## src/rtl/alu_operand_stage.sv

```systemverilog
// Decode/operand stage: 32-entry register file, ALU operand formation and a
// single-entry valid/ready pipeline register. Optional macro ALU_OPERAND_WB_BYPASS_EN.
module alu_operand_stage #(
  parameter int unsigned DATA_W     = 32,
  parameter int unsigned REG_ADDR_W = 5,
  parameter int unsigned CTRL_W     = 4
) (
  input  logic                  clk,
  input  logic                  rst_n,
  input  logic                  in_valid,
  output logic                  in_ready,
  input  logic [REG_ADDR_W-1:0] rs_addr,
  input  logic [REG_ADDR_W-1:0] rt_addr,
  input  logic [15:0]           imm,
  input  logic                  use_imm,
  input  logic                  imm_sext,
  input  logic [CTRL_W-1:0]     alu_control_in,
  input  logic [REG_ADDR_W-1:0] rd_addr_in,
  input  logic                  reg_write_in,
  input  logic                  wb_en,
  input  logic [REG_ADDR_W-1:0] wb_addr,
  input  logic [DATA_W-1:0]     wb_data,
  input  logic                  flush,
  output logic                  out_valid,
  input  logic                  out_ready,
  output logic [DATA_W-1:0]     a,
  output logic [DATA_W-1:0]     b,
  output logic [CTRL_W-1:0]     alu_control,
  output logic [DATA_W-1:0]     rt_data,
  output logic [REG_ADDR_W-1:0] rd_addr_out,
  output logic                  reg_write_out
);

  localparam int unsigned NUM_REGS = 2 ** REG_ADDR_W;
  localparam int unsigned IMM_W    = 16;

  logic [DATA_W-1:0] regs_q [NUM_REGS];

  logic [DATA_W-1:0] rs_val;
  logic [DATA_W-1:0] rt_val;
  logic [DATA_W-1:0] imm_ext;
  logic              wb_wr;
  logic              capture;

  logic                  valid_q,  valid_d;
  logic [DATA_W-1:0]     a_q,      a_d;
  logic [DATA_W-1:0]     b_q,      b_d;
  logic [CTRL_W-1:0]     ctrl_q,   ctrl_d;
  logic [DATA_W-1:0]     rt_q,     rt_d;
  logic [REG_ADDR_W-1:0] rd_q,     rd_d;
  logic                  rw_q,     rw_d;

  assign wb_wr    = wb_en & (wb_addr != '0);
  assign in_ready = rst_n & (~valid_q | out_ready);
  assign capture  = in_valid & in_ready;

  // Register file: reg[0] is never written, so it always reads zero.
  always_ff @(posedge clk) begin
    if (!rst_n) begin
      for (int unsigned i = 0; i < NUM_REGS; i++) begin
        regs_q[i] <= '0;
      end
    end else if (wb_wr) begin
      regs_q[wb_addr] <= wb_data;
    end
  end

  // Read ports and operand formation.
  always_comb begin
    rs_val = (rs_addr == '0) ? '0 : regs_q[rs_addr];
    rt_val = (rt_addr == '0) ? '0 : regs_q[rt_addr];
`ifdef ALU_OPERAND_WB_BYPASS_EN
    if (wb_wr && (wb_addr == rs_addr)) rs_val = wb_data;
    if (wb_wr && (wb_addr == rt_addr)) rt_val = wb_data;
`endif
    imm_ext = imm_sext ? {{(DATA_W-IMM_W){imm[IMM_W-1]}}, imm}
                       : {{(DATA_W-IMM_W){1'b0}}, imm};
  end

  // Pipeline register next state: flush beats capture beats drain.
  always_comb begin
    valid_d = valid_q;
    a_d     = a_q;
    b_d     = b_q;
    ctrl_d  = ctrl_q;
    rt_d    = rt_q;
    rd_d    = rd_q;
    rw_d    = rw_q;
    if (flush) begin
      valid_d = 1'b0;
      rw_d    = 1'b0;
    end else if (capture) begin
      valid_d = 1'b1;
      a_d     = rs_val;
      b_d     = use_imm ? imm_ext : rt_val;
      ctrl_d  = alu_control_in;
      rt_d    = rt_val;
      rd_d    = rd_addr_in;
      rw_d    = reg_write_in;
    end else if (valid_q && out_ready) begin
      valid_d = 1'b0;
      rw_d    = 1'b0;
    end
  end

  always_ff @(posedge clk) begin
    if (!rst_n) begin
      valid_q <= 1'b0;
      a_q     <= '0;
      b_q     <= '0;
      ctrl_q  <= '0;
      rt_q    <= '0;
      rd_q    <= '0;
      rw_q    <= 1'b0;
    end else begin
      valid_q <= valid_d;
      a_q     <= a_d;
      b_q     <= b_d;
      ctrl_q  <= ctrl_d;
      rt_q    <= rt_d;
      rd_q    <= rd_d;
      rw_q    <= rw_d;
    end
  end

  assign out_valid     = valid_q;
  assign a             = a_q;
  assign b             = b_q;
  assign alu_control   = ctrl_q;
  assign rt_data       = rt_q;
  assign rd_addr_out   = rd_q;
  assign reg_write_out = rw_q;

endmodule

```

## config.mk

```make
export PLATFORM = sky130hd
export DESIGN_NAME = alu_operand_stage
export DESIGN_NICKNAME = d
export VERILOG_FILES = /design/src/rtl/alu_operand_stage.sv
export SDC_FILE = /design/constraint.sdc
export NUM_CORES = 2
export LEC_CHECK = 0
export ABC_AREA = 1
export BUFFER_PORTS_ARGS = -buffer_cell sky130_fd_sc_hd__buf_2
export CAP_MARGIN = 20
export CORE_ASPECT_RATIO = 0.7
export CORE_UTILIZATION = 31
export DETAILED_ROUTE_END_ITERATION = 6
export GPL_ROUTABILITY_DRIVEN = 1
export PLACE_DENSITY = 0.48
export SETUP_SLACK_MARGIN = 0.3
export SKIP_CTS_REPAIR_TIMING = 1
export SLEW_MARGIN = 10
export SYNTH_ARGS = -nofsm -noshare
export SYNTH_HDL_FRONTEND = slang
export SYNTH_SLANG_ARGS = --single-unit
```

## constraint.sdc

```tcl
create_clock -name clk -period 2.4 [get_ports clk]
set_input_delay 0.24 -clock clk [delete_from_list [all_inputs] [get_ports clk]]
set_output_delay 0.24 -clock clk [all_outputs]
set_load 0.02 [all_outputs]
```

# Word level (Yosys, flattened, before mapping)
# Memories as Yosys holds them, arrays and structs flattened.
# Cells that the tools add are included.
# Widths: inputs -> output; s select.
word_totals:
  regBits: 107
  memories: 1
  ram_bits: 1024
  output_inout_bits: 108
  elab_cells: 37
  romBits: 0
  latchBits: 0
  input_bits: 81
op_classes:
  order_cmp: 0
  mux: 14
  n_mul: 0
  bitwise_logic: 7
  n_eq_ne: 0
  n_div: 0
  add_sub_neg: 0
  n_reduce_logical: 8
  shift: 0
mem_list:
  columns: ["memory", "words", "width", "read_ports", "rd_ports_with_merged_regs", "wr", "line", "rtl"]
  rows:
  - ["regs_q", 32, 32, 2, 0, 32, "37", "logic [DATA_W-1:0] regs_q [NUM_REGS];"]
op_table:
  columns: ["cell", "n"]
  rows:
  - ["$mux 32", 5]
  - ["$reduce_or 32->1", 1]
  - ["$logic_not 5->1", 2]
  - ["$mux 1", 8]
  - ["$mux 5", 1]
  - ["$reduce_bool 5->1", 1]
  - ["$and 1x1->1", 3]
  - ["$not 1->1", 3]
  - ["$reduce_and 2->1", 1]
  - ["$reduce_bool 2->1", 1]
  - ["$reduce_or 2->1", 1]
  - ["$logic_and 1x1->1", 1]
  - ["$or 1x1->1", 1]

# Longest topological paths before layout
depth:
  ltp_word: 7
  mapped_depth: 13
  mapped_depth_nobuf: 10

# Worst setup path after synthesis
# OpenSTA, ideal clock, no wires.
synth_timing:
  path_kind: "input-to-reg"
  startpoint: "in wb_addr[4]"
  endpoint: "mem regs_q[31][0], enable pin"
  required_ns: 1.922
  setup_ns: 0.478
  cell_stages: 9
  slack_ns: 0.117
  arrival_time_ns: 1.805
  path_buffers: 1
  path_cell_list: "nor3_1 nand2_1 nand3_1 inv_1 nand3_1 inv_1 nand2_1 buf_2 nand2_1"
synth_lines:
  columns: ["item", "line", "rtl"]
  rows:
  - ["start, declared", "21", "input logic [REG_ADDR_W-1:0] wb_addr,"]
  - ["end, declared", "37", null]

==> metrics.cfg <==
[synth]
yosysUniqueCellTypes=26
avgSynthCellArea_um2=8.02
netlist_instances=7504
ys_seq_area_frac=0.546
synth_area_leaders=edfxtp_1, nand2_1, nand3_1
yosys.area.top_type_share=0.511
syn_area_um2=60200
yosysWarnings=0
yosys.area.top_type=edfxtp_1
ys_seq_elements=1131

[sta]
min_period_ns=2.11
drv_slew=0
hold_ws_ns=0.0817
rsz0062_at_grt=false
fin_skew_ns=0.0337
max_freq_mhz=474
setup_violations=0
relSlewSlack=0.466
finalCritPeriodShare=0.879
final-hold-violation-count=0
tightest_slew_ns=0.801

[power]
power_density_nw_per_um2=683
p_leak_uw=0.0301
peakVddDrop_v=0.000572

[cts]
clkTransAtPathRegs_ns=0.07
cts_buffer_depth=3
root_buffer=clkbuf_16
cts_tree=done
cts_max_level=3
cts_num_sinks=1131
cts_made_buffers=115
clkLatencyLatePin_ns=0.77

[placement]
hpwl_mm=191
io_buffers=188
gp_congestion=0.953

[layout]
drive_above_1_share=0.124
area_growth_pct=20.1
final_common_cell=nand2_1
fin_nets=7868
layout_common_cells=nand2_1, nor2_1, edfxtp_1
fin_util=0.377

[drt]
dr.pass1.iters=6
drc=0
drtIter0Drc=8748
antenna_left=0
via_per_inst=5.42
vias=56800
wirelength_mm=285
wl_per_cell_um=27.2

[worst_setup_path]
critPathArrivalTime_ns=2.76
crit_slowest_cell=a21oi_1
cp_cell_sequence=nor2_1 -> nor2_1 -> o21ai_0 -> nand2_1 -> a21oi_1 -> buf_4 -> nand2_1 -> buf_4 -> nand3_1 -> a21oi_1
critPathLaunchType=flip-flop
reg2regPathDepth=10
crit_fanout=2
path_class=reg -> reg
cp_slowest_stage_delay_ns=0.62
crit_path_end_kind=flip-flop
regToRegSetupSlack_ns=0.29
required_ns=3.05

[floorplan]
dieArea_um2=196000
die_h_um=371
dieWidth_um=529
placementRows=134
start_util=0.314
boundaryPins=189
coreArea_um2=192000

[global_route]
grt_pass1_wl_mm=395
first_global_vias=51700
antenna_found_initial=14
grt_usage=0.283
overflow=0
grt_max_degree=94

[hold_path]
hold_depth=4
hold_path_class=in -> reg

[job]
drv_cap=0

[run_status]
status=complete, no violations

==> report_power, final <==
part | internal [µW] | switching [µW] | total, µW
Sequential | 22500 | 611 | 23100
Combinational | 2350 | 5450 | 7800
Clock | 9960 | 8460 | 18400
Total | 34800 | 14500 | 49300
==> per-layer routing <==
layer  track usage  part of all wire  vias to the layer above
met5             0          0.000039                        -
met4         0.111             0.042                        2
met3        0.0839              0.12                      413
met2         0.398              0.41                     3279
met1         0.403              0.43                    27700
li1              -                 -                    25400
==> registers in the layout, indices dropped and copies added, names as in the netlist <==
signal and flops:
rd_addr_out 5, out_valid 1, alu_control 4, regs_q 1024, reg_write_out 1, rt_data 32, b 32, a 32
==> metrics by stage <==
stage | area (µm²) | total power (µW) | worst slack, ns | cells | setup TNS, ns
floorplan | 60300 | 27000 | 0.118 | 7535 | 0
global placement | 68300 | 31000 | -0.00200 | 10200 | -0.00200
detailed placement | 68300 | 31000 | -0.00695 | 10200 | -0.00695
CTS | 72000 | 49200 | 0.492 | 10400 | 0
global route | 72300 | 50700 | 0.332 | 10500 | 0
finish | 72300 | 49300 | 0.290 | 10500 | 0
==> area by class of cell <==
cell class / count / area [µm²]
repair buffers: 783 / 7800
diodes: 3 / 7.51
multi-input cells: 5402 / 23300
flip-flops and latches: 1131 / 32900
fillers: 19600 / 120000
inverters: 354 / 1360
clock buffers: 153 / 3190
well taps: 2584 / 3230
clock inverters: 65 / 494
==> cells by family (layout without fill, tap and decap cells) <==
| logic type | Yosys count | in the layout | share of synthesized area |
|---|---|---|---|
| buf+inv | 1002 | 1355 | 0.0705 |
| simple gates | 4453 | 4453 | 0.300 |
| flops | 1131 | 1131 | 0.546 |
| other cells | 1 | 35 | 0.0000623 |
| compound gates | 917 | 917 | 0.0825 |
==> critical path, delay by kind of cell, from the launching register on <==
kind / cells / cell delay (ns)
AOI/OAI and AO/OA: 3 / 0.81
DFF: 1 / 0.43
buffers and inverters: 2 / 0.39
and+or+nand+nor: 5 / 0.38
==> synth_stat cells <==
master,number
nand2_1,2123
nor2_1,1279
edfxtp_1,1024
nand3_1,996
o21ai_0,396
inv_1,347
a21oi_1,346
clkbuf_1,299
buf_2,243
dfxtp_1,107
o211ai_1,88
buf_1,62
a21boi_0,58
buf_4,39
nand4_1,32
o21ai_1,27
or2_2,12
nor3_1,9
inv_2,7
buf_6,4
a211oi_1,1
a41oi_2,1
clkbuf_2,1
conb_1,1
nand2_2,1
nor4_1,1
==> path summary, 6_finish.rpt <==
path                               start                      endpoint
max          regs_q[20][2]$_SDFFCE_PN0P_       rt_data[2]$_SDFFE_PN0P_
min                          wb_data[12]  regs_q[21][12]$_SDFFCE_PN0P_
min reg2reg  rd_addr_out[3]$_SDFFE_PN0P_   rd_addr_out[3]$_SDFFE_PN0P_
max reg2reg  regs_q[20][2]$_SDFFCE_PN0P_       rt_data[2]$_SDFFE_PN0P_
No activity file was read; power rests on OpenSTA's default activity.
